--- config.mk ---
export PLATFORM = sky130hd
export DESIGN_NAME = fetch_stage
export DESIGN_NICKNAME = d
export VERILOG_FILES = /design/src/rtl/fetch_stage_pkg.sv /design/src/rtl/fetch_fifo.sv /design/src/rtl/fetch_stage.sv
export SDC_FILE = /design/constraint.sdc
export NUM_CORES = 1
export LEC_CHECK = 0
export ABC_AREA = 0
export ABC_CLOCK_PERIOD_IN_PS = 16300
export BUFFER_PORTS_ARGS = -buffer_cell sky130_fd_sc_hd__buf_2
export CORE_AREA = 8 8 108 183
export DETAILED_ROUTE_END_ITERATION = 12
export DIE_AREA = 0 0 116 191
export PLACE_DENSITY_LB_ADDON = 0.08
export RECOVER_POWER = 100
export REMOVE_ABC_BUFFERS = 1
export SKIP_CTS_REPAIR_TIMING = 1
export SYNTH_ARGS = -nofsm -noshare
export SYNTH_HDL_FRONTEND = slang
export SYNTH_SLANG_ARGS = --single-unit
--- constraint.sdc ---
create_clock -name clk -period 16.3 [get_ports clk]
set_input_delay 1.63 -clock clk [delete_from_list [all_inputs] [get_ports clk]]
set_output_delay 1.63 -clock clk [all_outputs]
set_load 0.005 [all_outputs]
--- src/rtl/fetch_stage_pkg.sv ---
// Shared constants and the {instr, pc} entry type for the fetch stage.
// Consumed by the fetch stage top and its testbench.
package fetch_stage_pkg;

  localparam int XLEN        = 32;
  localparam int INSTR_ALIGN = 2;
  localparam logic [XLEN-1:0] NOP_INSTR = 32'h0000_0013;

  typedef struct packed {
    logic [XLEN-1:0] instr;
    logic [XLEN-1:0] pc;
  } fetch_entry_t;

  function automatic logic [XLEN-1:0] align_pc(input logic [XLEN-1:0] pc);
    return pc & ~XLEN'((1 << INSTR_ALIGN) - 1);
  endfunction

endpackage

--- src/rtl/fetch_fifo.sv ---
// Synchronous FIFO with flush; head is combinational from storage, push-to-head is 1 cycle.
// A push at full is taken only together with a pop; flush overrides both push and pop.
module fetch_fifo #(
  parameter int DEPTH = 2,
  parameter int WIDTH = 32
) (
  input  logic                     clk,
  input  logic                     rst,
  input  logic                     flush_i,
  input  logic                     push_i,
  input  logic [WIDTH-1:0]         push_dat_i,
  input  logic                     pop_i,
  output logic [WIDTH-1:0]         head_o,
  output logic                     full_o,
  output logic                     empty_o,
  output logic [$clog2(DEPTH):0]   count_o
);

  localparam int AW = $clog2(DEPTH);
  localparam int CW = AW + 1;

  logic [WIDTH-1:0] mem_q [DEPTH];
  logic [AW-1:0]    rd_ptr_q, rd_ptr_d;
  logic [AW-1:0]    wr_ptr_q, wr_ptr_d;
  logic [CW-1:0]    count_q, count_d;
  logic             do_push, do_pop;

  assign full_o  = (count_q == CW'(DEPTH));
  assign empty_o = (count_q == '0);
  assign count_o = count_q;
  assign head_o  = mem_q[rd_ptr_q];

  assign do_pop  = pop_i && !empty_o;
  assign do_push = push_i && (!full_o || do_pop);

  always_comb begin
    rd_ptr_d = rd_ptr_q;
    wr_ptr_d = wr_ptr_q;
    count_d  = count_q;
    if (flush_i) begin
      rd_ptr_d = '0;
      wr_ptr_d = '0;
      count_d  = '0;
    end else begin
      // DEPTH is a power of two, so pointers wrap naturally
      if (do_push) wr_ptr_d = wr_ptr_q + AW'(1);
      if (do_pop)  rd_ptr_d = rd_ptr_q + AW'(1);
      count_d = count_q + CW'(do_push) - CW'(do_pop);
    end
  end

  always_ff @(posedge clk) begin
    if (rst) begin
      rd_ptr_q <= '0;
      wr_ptr_q <= '0;
      count_q  <= '0;
    end else begin
      rd_ptr_q <= rd_ptr_d;
      wr_ptr_q <= wr_ptr_d;
      count_q  <= count_d;
    end
  end

  always_ff @(posedge clk) begin
    if (do_push && !flush_i) mem_q[wr_ptr_q] <= push_dat_i;
  end

endmodule

--- src/rtl/fetch_stage.sv ---
// Instruction fetch: owns the PC, issues credit-limited imem requests, buffers {instr, pc} for decode.
// Response-to-id_valid is 1 cycle; requests stall once outstanding + buffered reaches FIFO_DEPTH.
module fetch_stage
  import fetch_stage_pkg::*;
#(
  parameter logic [31:0] RESET_PC   = 32'h0000_0000,
  parameter int          FIFO_DEPTH = 2
) (
  input  logic        clk,
  input  logic        rst,
  output logic        imem_req_valid,
  input  logic        imem_req_ready,
  output logic [31:0] imem_req_addr,
  input  logic        imem_rsp_valid,
  input  logic [31:0] imem_rsp_data,
  input  logic        redirect_valid,
  input  logic [31:0] redirect_pc,
  output logic        id_valid,
  input  logic        id_ready,
  output logic [31:0] id_instr,
  output logic [31:0] id_pc
);

  localparam int CW = $clog2(FIFO_DEPTH) + 1;

  logic [XLEN-1:0] pc_q, pc_d;
  logic [CW-1:0]   outstanding_q, outstanding_d;
  logic [CW-1:0]   drop_q, drop_d;
  logic            rst_q;

  fetch_entry_t    buf_head, buf_push_dat;
  logic            buf_empty, buf_full;
  logic [CW-1:0]   buf_count;
  logic [XLEN-1:0] inf_head;
  logic            inf_empty, inf_full;
  logic [CW-1:0]   inf_count;

  logic            req_fire, rsp_fire, keep_rsp, id_fire;
  logic [CW:0]     credits_used;
  logic            unused_fifo_status;

  assign credits_used   = {1'b0, outstanding_q} + {1'b0, buf_count};
  assign imem_req_valid = !rst_q && !redirect_valid && (credits_used < (CW+1)'(FIFO_DEPTH));
  assign imem_req_addr  = pc_q;

  assign req_fire = imem_req_valid && imem_req_ready;
  // A response with nothing outstanding is a protocol violation and is ignored
  assign rsp_fire = imem_rsp_valid && (outstanding_q != '0);
  assign keep_rsp = rsp_fire && (drop_q == '0);
  assign id_fire  = id_valid && id_ready;

  assign buf_push_dat = '{instr: imem_rsp_data, pc: inf_head};

  assign id_valid = !buf_empty;
  assign id_instr = buf_empty ? NOP_INSTR : buf_head.instr;
  assign id_pc    = buf_empty ? '0 : buf_head.pc;

  always_comb begin
    pc_d          = pc_q;
    outstanding_d = outstanding_q + CW'(req_fire) - CW'(rsp_fire);
    drop_d        = drop_q;
    if (rsp_fire && (drop_q != '0)) drop_d = drop_q - CW'(1);
    if (redirect_valid) begin
      pc_d   = align_pc(redirect_pc);
      // Everything still in flight after this edge belongs to the old path
      drop_d = outstanding_d;
    end else if (req_fire) begin
      pc_d = pc_q + 32'd4;
    end
  end

  always_ff @(posedge clk) begin
    if (rst) begin
      pc_q          <= RESET_PC;
      outstanding_q <= '0;
      drop_q        <= '0;
      rst_q         <= 1'b1;
    end else begin
      pc_q          <= pc_d;
      outstanding_q <= outstanding_d;
      drop_q        <= drop_d;
      rst_q         <= 1'b0;
    end
  end

  fetch_fifo #(.DEPTH(FIFO_DEPTH), .WIDTH($bits(fetch_entry_t))) u_ibuf (
    .clk        (clk),
    .rst        (rst),
    .flush_i    (redirect_valid),
    .push_i     (keep_rsp),
    .push_dat_i (buf_push_dat),
    .pop_i      (id_fire),
    .head_o     (buf_head),
    .full_o     (buf_full),
    .empty_o    (buf_empty),
    .count_o    (buf_count)
  );

  // In-flight PCs are never flushed; stale ones drain through the drop count
  fetch_fifo #(.DEPTH(FIFO_DEPTH), .WIDTH(XLEN)) u_inflight (
    .clk        (clk),
    .rst        (rst),
    .flush_i    (1'b0),
    .push_i     (req_fire),
    .push_dat_i (pc_q),
    .pop_i      (rsp_fire),
    .head_o     (inf_head),
    .full_o     (inf_full),
    .empty_o    (inf_empty),
    .count_o    (inf_count)
  );

  assign unused_fifo_status = buf_full ^ inf_full ^ inf_empty ^ (^inf_count);

  a_rsp_without_req: assert property (@(posedge clk) disable iff (rst)
    !(imem_rsp_valid && (outstanding_q == '0)));

endmodule
==> flow_summary.toml, run 1 <==
[global_routing]
grt_pass1_wl_um = 31900
grt_start_max_net_pins = 63
global_route.usage.total_pct = 18.5
global_route.overflow_total = 0
number_of_antenna_violations_at_the_first_check_in_global_routing = 0
first_global_vias = 6137

[sta]
final_critical_path_setup_slack_ns = 9.72
setup_viol = 0
maxClockFrequency_mhz = 152
hold_slack_ns = 0.531
final-max-slew-violation-count = 355
finalCritPeriodShare_pct = 40.4
setup_repair_after_global_routing_missed_its_margin = "false"
finalWorstPathRequiredPeriod_ns = 6.58
timing.clock.skew_ns = 0.0197
max-slew-margin-rel_pct = -138
totalNegativeSetupSlack_ns = 0
timing.final.hold_violations = 0
worstMarginPinSlew_ns = 3.57

[drt]
initialDrtViolationCount = 365
routed-via-count = 5797
drt-vias-per-instance = 5.42
finalWirelength_um = 20500
detail_route.drc_violations = 0
drt-wirelength-per-cell_um = 19.1
post_route_antenna_net_violation_count = 0
drt_pre_antenna_iters = 4

[logic_synthesis]
async_reset_ff_share_pct = 0
ys.flop_type = "edfxtp_1"
seq_area_frac_synth_pct = 69.2
count_of_distinct_cell_types_in_the_synthesized_netlist = 48
mappedNetlistArea_mm2 = 0.00929
synth.ff_latch_count = 229
synth_edf_count = 184
yosysWarningCount = 0
syn_avg_cell_area_um2 = 13.9
netlist_instances = 666

[place]
setup_slack_at_placement_ns = 11.75
finalWeightedCongestion = 0.796
count_of_placed_standard_cells_including_taps = 1033
buffer_ports.inserted = 161
post_detail_place_hpwl_um = 13700
placedInstanceArea_mm2 = 0.0103

[power]
total_power_mw = 1.30
p_int_uw = 998
share_comb_of_total_power_pct = 10.4
net_switching_uw = 304
power_switching_share_pct = 23.3
powerDensity_mw_per_mm2 = 121
power.static_leakage_nw = 3.59
power.clock.fraction_pct = 36.0
vdd.ir_drop.worst_mv = 0.0987
seqPwrFrac_pct = 53.6

[worst_setup_path]
critical_path.slowest_cell = "clkbuf_1"
cp.required_ns = 16.30
crit_path_cell_chain = "clkbuf_1 > inv_1 > clkbuf_1 > and3_2 > clkbuf_1"
timing.critical_path.to_type = "flop"
crit_path_start_kind = "input pin"
worst_path_most_repeated_cell = "clkbuf_1"
critPathKind = "in -> reg"
timing.critical_path.max_delay_family = "buffers and inverters"
peak_fanout_along_the_critical_path = 62
cp_slowest_stage_delay_ns = 2.49
critical_path_buf_inv_count = 4
cp.arrival_ns = 6.58

[clock_network]
cts_root_buf = "clkbuf_16"
clock_tree.htree_level_count = 1
clkSinkCount = 229
cts_buffers = 21
clk_pin_slew_ns = 0.06
clock_tree_from_tritoncts = "yes"
clock_insertion_delay_at_the_later_pin_of_the_skew_report_ns = 0.49
cts_max_path_buffers = 3

[final_layout]
finish.cell_count_without_fillers = 1070
most-common-layout-cells = "184 x edfxtp_1, 114 x clkbuf_1, 94 x nor2_1"
post-route-cell-area_mm2 = 0.0108
layout_overhead_on_the_synthesized_area_pct = 16.1
layout.cells.most_common = "edfxtp_1"
layout-drive-gt1-share_pct = 12.4
antenna_cells = 0
final_core_utilization_pct = 62.3
final_net_count = 904

[die]
io_pins = 168
fp.dieArea_mm2 = 0.0222
floorplan.initialDensity_pct = 53.7
number_of_rows_in_the_core_area = 64
die-height_um = 191
core_area_mm2 = 0.0173
chipWidth_um = 116

[min_path]
class_of_the_tightest_hold_or_removal_check = "reg -> reg"

[flow_run]
maxCapViolations = 9

[outcome]
failing_checks = "max-capacitance violations, max-slew violations"
result_of_the_run = "finished with violations"
## worst paths after layout
check                       from                   to  slack, ns  depth (start not counted)
max               redirect_valid  u_ibuf.mem_q[1][18]       9.72                          5
min          u_inflight.rd_ptr_q                 flop       0.53                          2
max reg2reg     outstanding_q[1]  u_ibuf.mem_q[0][18]      11.01                          5
min reg2reg  u_inflight.rd_ptr_q                 flop       0.53                          2
## metal layers
layer	wire length, um	global-route usage [%]
met1	7530	19.8
met2	11100	35.1
met3	1150	2.53
met4	628	7.63
met5	0	0
## flip-flops by register name (all words and copies together) (netlist names), 2 cells and up, named ones only
name and cells:
u_ibuf.mem_q 124, u_inflight.mem_q 60, imem_req_addr 30, drop_q 2, outstanding_q 2, u_ibuf.count_o 2
u_inflight.count_o 2
## power by group through the flow
stage,Sequential (mW),Combinational [mW],Clock (mW)
after floorplan,0.706,0.0821,0
after global placement,0.707,0.140,0
after detailed placement,0.710,0.145,0
after CTS,0.698,0.146,0.479
after global routing,0.703,0.154,0.501
final,0.698,0.135,0.469
## synth_stat cells (all sizes together) (3+ instances only)
| library cell | instances | share of area, % |
|---|---|---|
| nor2 | 96 | 3.9 |
| a21oi | 17 | 0.92 |
| nor3 | 12 | 0.75 |
| and3 | 8 | 0.54 |
| mux2 | 30 | 3.6 |
| edfxtp | 184 | 59 |
| xor2 | 14 | 1.3 |
| nand3 | 13 | 0.70 |
| nand2 | 26 | 1.1 |
| mux2i | 64 | 6.9 |
| clkbuf | 29 | 1.2 |
| inv | 19 | 0.77 |
| nand4 | 14 | 0.94 |
| xnor2 | 16 | 1.5 |
| and2 | 4 | 0.27 |
| a211oi | 9 | 0.78 |
| or3 | 3 | 0.20 |
| dfxtp | 45 | 9.7 |
| a22oi | 4 | 0.32 |
| buf | 7 | 0.47 |
| nor2b | 3 | 0.20 |
| o22ai | 6 | 0.40 |
| or4 | 3 | 0.28 |
| o21ai | 6 | 0.32 |
| ha | 8 | 1.1 |
| nor4 | 5 | 0.50 |
## cell families after synthesis
family | synth area share (%)
other | 0.0404
buffers and inverters | 2.41
adder cells (fa/ha/maj) | 1.29
AO/OA/AOI/OAI | 3.79
multiplexers | 10.5
XOR/XNOR | 2.83
AND/OR/NAND/NOR | 9.93
flip-flops | 69.2
## worst reg2reg max path, delay by kind of cell (launching register included)
| kind | cells | cell delay, ns |
|---|---|---|
| buffers and inverters | 2 | 2.18 |
| AO/OA/AOI/OAI | 2 | 0.47 |
| AND/OR/NAND/NOR | 1 | 1.71 |
| flip-flops | 1 | 0.42 |
## layout make-up
type | count | area, um2
Tap cell | 231 | 289
Inverter | 19 | 71.3
Fill cell | 1465 | 6520
Clock buffer | 26 | 544
Multi-Input combinational cell | 385 | 2630
Clock inverter | 11 | 105
Timing Repair Buffer | 169 | 708
Sequential cell | 229 | 6430
Power figures use the tool's default switching activity.
==> run 2, diff against run 1 <==
--- a/config.mk
+++ b/config.mk
@@ -5,12 +5,12 @@
 export SDC_FILE = /design/constraint.sdc
 export NUM_CORES = 1
 export LEC_CHECK = 0
-export ABC_AREA = 0
-export ABC_CLOCK_PERIOD_IN_PS = 16300
+export ABC_AREA = 1
+export ABC_CLOCK_PERIOD_IN_PS = 6730
 export BUFFER_PORTS_ARGS = -buffer_cell sky130_fd_sc_hd__buf_2
-export CORE_AREA = 8 8 108 183
+export CORE_AREA = 8 8 110 187
 export DETAILED_ROUTE_END_ITERATION = 12
-export DIE_AREA = 0 0 116 191
+export DIE_AREA = 0 0 118 195
 export PLACE_DENSITY_LB_ADDON = 0.08
 export RECOVER_POWER = 100
 export REMOVE_ABC_BUFFERS = 1
==> constraint.sdc (replaced) <==
create_clock -name clk -period 6.73 [get_ports clk]
set_input_delay 0.673 -clock clk [delete_from_list [all_inputs] [get_ports clk]]
set_output_delay 0.673 -clock clk [all_outputs]
set_load 0.005 [all_outputs]
==> run 2 against run 1 <==
Clock power grew 130%. Hold slack got worse by 0.15 ns. Critical endpoint is now id_instr[1]. The flow still finishes with violations (max-capacitance violations, max-slew violations). Flip-flop and latch count unchanged.
==> flow_summary.toml, run 2 <==
[outcome]
result_of_the_run = "finished with violations"
failing_checks = "max-capacitance violations, max-slew violations"

[final_layout]
flip_flop_count_of_the_largest_register_after_layout = 124
final_core_utilization_pct = 62.0
finish.cell_count_without_fillers = 1304
regMostFlops = "u_ibuf.mem_q"
final_net_count = 1135
post-route-cell-area_mm2 = 0.0111
antenna_cells = 0
layout-drive-gt1-share_pct = 11.4
layout_overhead_on_the_synthesized_area_pct = 14.8
most-common-layout-cells = "251 x nand2_1, 184 x edfxtp_1, 106 x clkbuf_1"
layout.cells.most_common = "nand2_1"

[die]
core_area_mm2 = 0.0180
floorplan.initialDensity_pct = 54.0
number_of_rows_in_the_core_area = 65
die-height_um = 195
chipWidth_um = 118
fp.dieArea_mm2 = 0.0230
io_pins = 168

[power]
power.static_leakage_nw = 4.10
powerDensity_mw_per_mm2 = 269
total_power_mw = 3.00
vdd.ir_drop.worst_mv = 0.212

[logic_synthesis]
synth-simple-area-share_pct = 15.5
post_synth_most_frequent_cells = "250 x nand2_1, 184 x edfxtp_1, 92 x a21oi_1"
synth.ff_latch_count = 229
synth_edf_count = 184
synth.area.mux_share_pct = 3.48
ys.flop_type = "edfxtp_1"
netlist.area_leader.share_pct = 57.0
synthAdderAreaFrac_pct = 1.24
async_reset_ff_share_pct = 0
syn_avg_cell_area_um2 = 10.8
count_of_distinct_cell_types_in_the_synthesized_netlist = 34
yosysWarningCount = 0
synth_top_cells_by_area = "edfxtp_1 57%, nand2_1 9.7%, dfxtp_1 9.3%, a21oi_1 4.7%, mux2_2 3.5%"
yosysMostFrequentCell = "nand2_1"
synth_compound_area_share_pct = 7.66
post-synth-top-area-cell = "edfxtp_1"
xor_xnor_share_of_the_synthesized_area_pct = 0.542
largest_family_of_logic_cells_by_synthesized_area = "simple AND/OR/NAND/NOR gates"
seq_area_frac_synth_pct = 66.3
netlist_instances = 898
mappedNetlistArea_mm2 = 0.00970

[drt]
routed-via-count = 6751
detail_route.drc_violations = 0
drt-vias-per-instance = 5.18
finalWirelength_um = 21200
post_route_antenna_net_violation_count = 0
drt_pre_antenna_iters = 4
initialDrtViolationCount = 315
drt-wirelength-per-cell_um = 16.3

[global_routing]
first_global_vias = 6861
global_route.usage.total_pct = 18.1
grt_pass1_wl_um = 34100
grt_start_max_net_pins = 64
global_route.overflow_total = 0
number_of_antenna_violations_at_the_first_check_in_global_routing = 0

[place]
setup_slack_at_placement_ns = 4.02
placedInstanceArea_mm2 = 0.0107
buffer_ports.inserted = 161
count_of_placed_standard_cells_including_taps = 1268
finalWeightedCongestion = 0.846
post_detail_place_hpwl_um = 13800

[flow_run]
maxCapViolations = 7

[clock_network]
cts_buffers = 20
clkSinkCount = 229
clock_tree_from_tritoncts = "yes"
clock_insertion_delay_at_the_later_pin_of_the_skew_report_ns = 0.49
cts_root_buf = "clkbuf_16"
cts_max_path_buffers = 3
clock_tree.htree_level_count = 1
clk_pin_slew_ns = 0.06

[worst_setup_path]
crit_path_cell_chain = "nor2_4 > clkbuf_1 > inv_1 > nand3_1 > clkbuf_1"
launch_point_of_the_worst_reg_to_reg_path = "outstanding_q[1]"
critPathKind = "reg -> out"
cp_slowest_stage_delay_ns = 2.06
timing.critical_path.to_type = "output port"
peak_fanout_along_the_critical_path = 61
crit_path_start_kind = "flop"
critical_path_buf_inv_count = 3
cp.required_ns = 6.06
timing.critical_path.max_delay_family = "buffers and inverters"
critical_path.slowest_cell = "clkbuf_1"
crit_path_from = "u_ibuf.count_o[1]"
worst_path_most_repeated_cell = "clkbuf_1"
cp.arrival_ns = 3.76

[sta]
finalCritPeriodShare_pct = 65.9
timing.final.hold_violations = 0
hold_slack_ns = 0.378
finalWorstPathRequiredPeriod_ns = 4.44
maxClockFrequency_mhz = 225
max-slew-margin-rel_pct = -143
timing.clock.skew_ns = 0.00997
setup_viol = 0
setup_repair_after_global_routing_missed_its_margin = "false"
final_critical_path_setup_slack_ns = 2.29
worstMarginPinSlew_ns = 3.64
totalNegativeSetupSlack_ns = 0
final-max-slew-violation-count = 315

[min_path]
class_of_the_tightest_hold_or_removal_check = "in -> reg"
min-delay-start = "imem_rsp_data[27]"
## run 2: metal layers
| metal | track usage (%) | vias to the layer above | part of all wire [%] |
|---|---|---|---|
| li1 | - | 3349 | - |
| met1 | 19.8 | 3179 | 40 |
| met2 | 34.2 | 191 | 53 |
| met3 | 3.06 | 32 | 4.9 |
| met4 | 6.20 | 0 | 2.1 |
| met5 | 0 | - | 0 |
## run 2: area by class of cell
type | count | area (um2)
inverters | 85 | 320
clock buffers | 28 | 582
multi-input cells | 550 | 2740
fillers | 1567 | 6840
well taps | 234 | 293
flip-flops and latches | 229 | 6430
repair buffers | 170 | 731
clock inverters | 8 | 41.3
## run 2: path summary, 6_finish.rpt
path | slack [ns] | cells past startpoint | to
setup / recovery | 2.29 | 5 | id_instr[1]
hold / removal | 0.38 | 1 | u_ibuf.mem_q[0][59]
setup reg to reg | 2.58 | 5 | u_ibuf.mem_q[1][43]
hold reg to reg | 0.45 | 1 | u_inflight.rd_ptr_q
## run 2: logic make-up after synthesis
logic type      Yosys count
simple gates            357
flops                   229
compound gates          144
buf+inv                 122
mux                      30
fa+ha+maj                 9
xor+xnor                  6
other cells               1
## run 2: power by group
part	leakage (nW)	switching, mW	internal (mW)
Combinational	1.75	0.178	0.0968
Sequential	2.05	0.0401	1.61
Clock	0.304	0.472	0.605
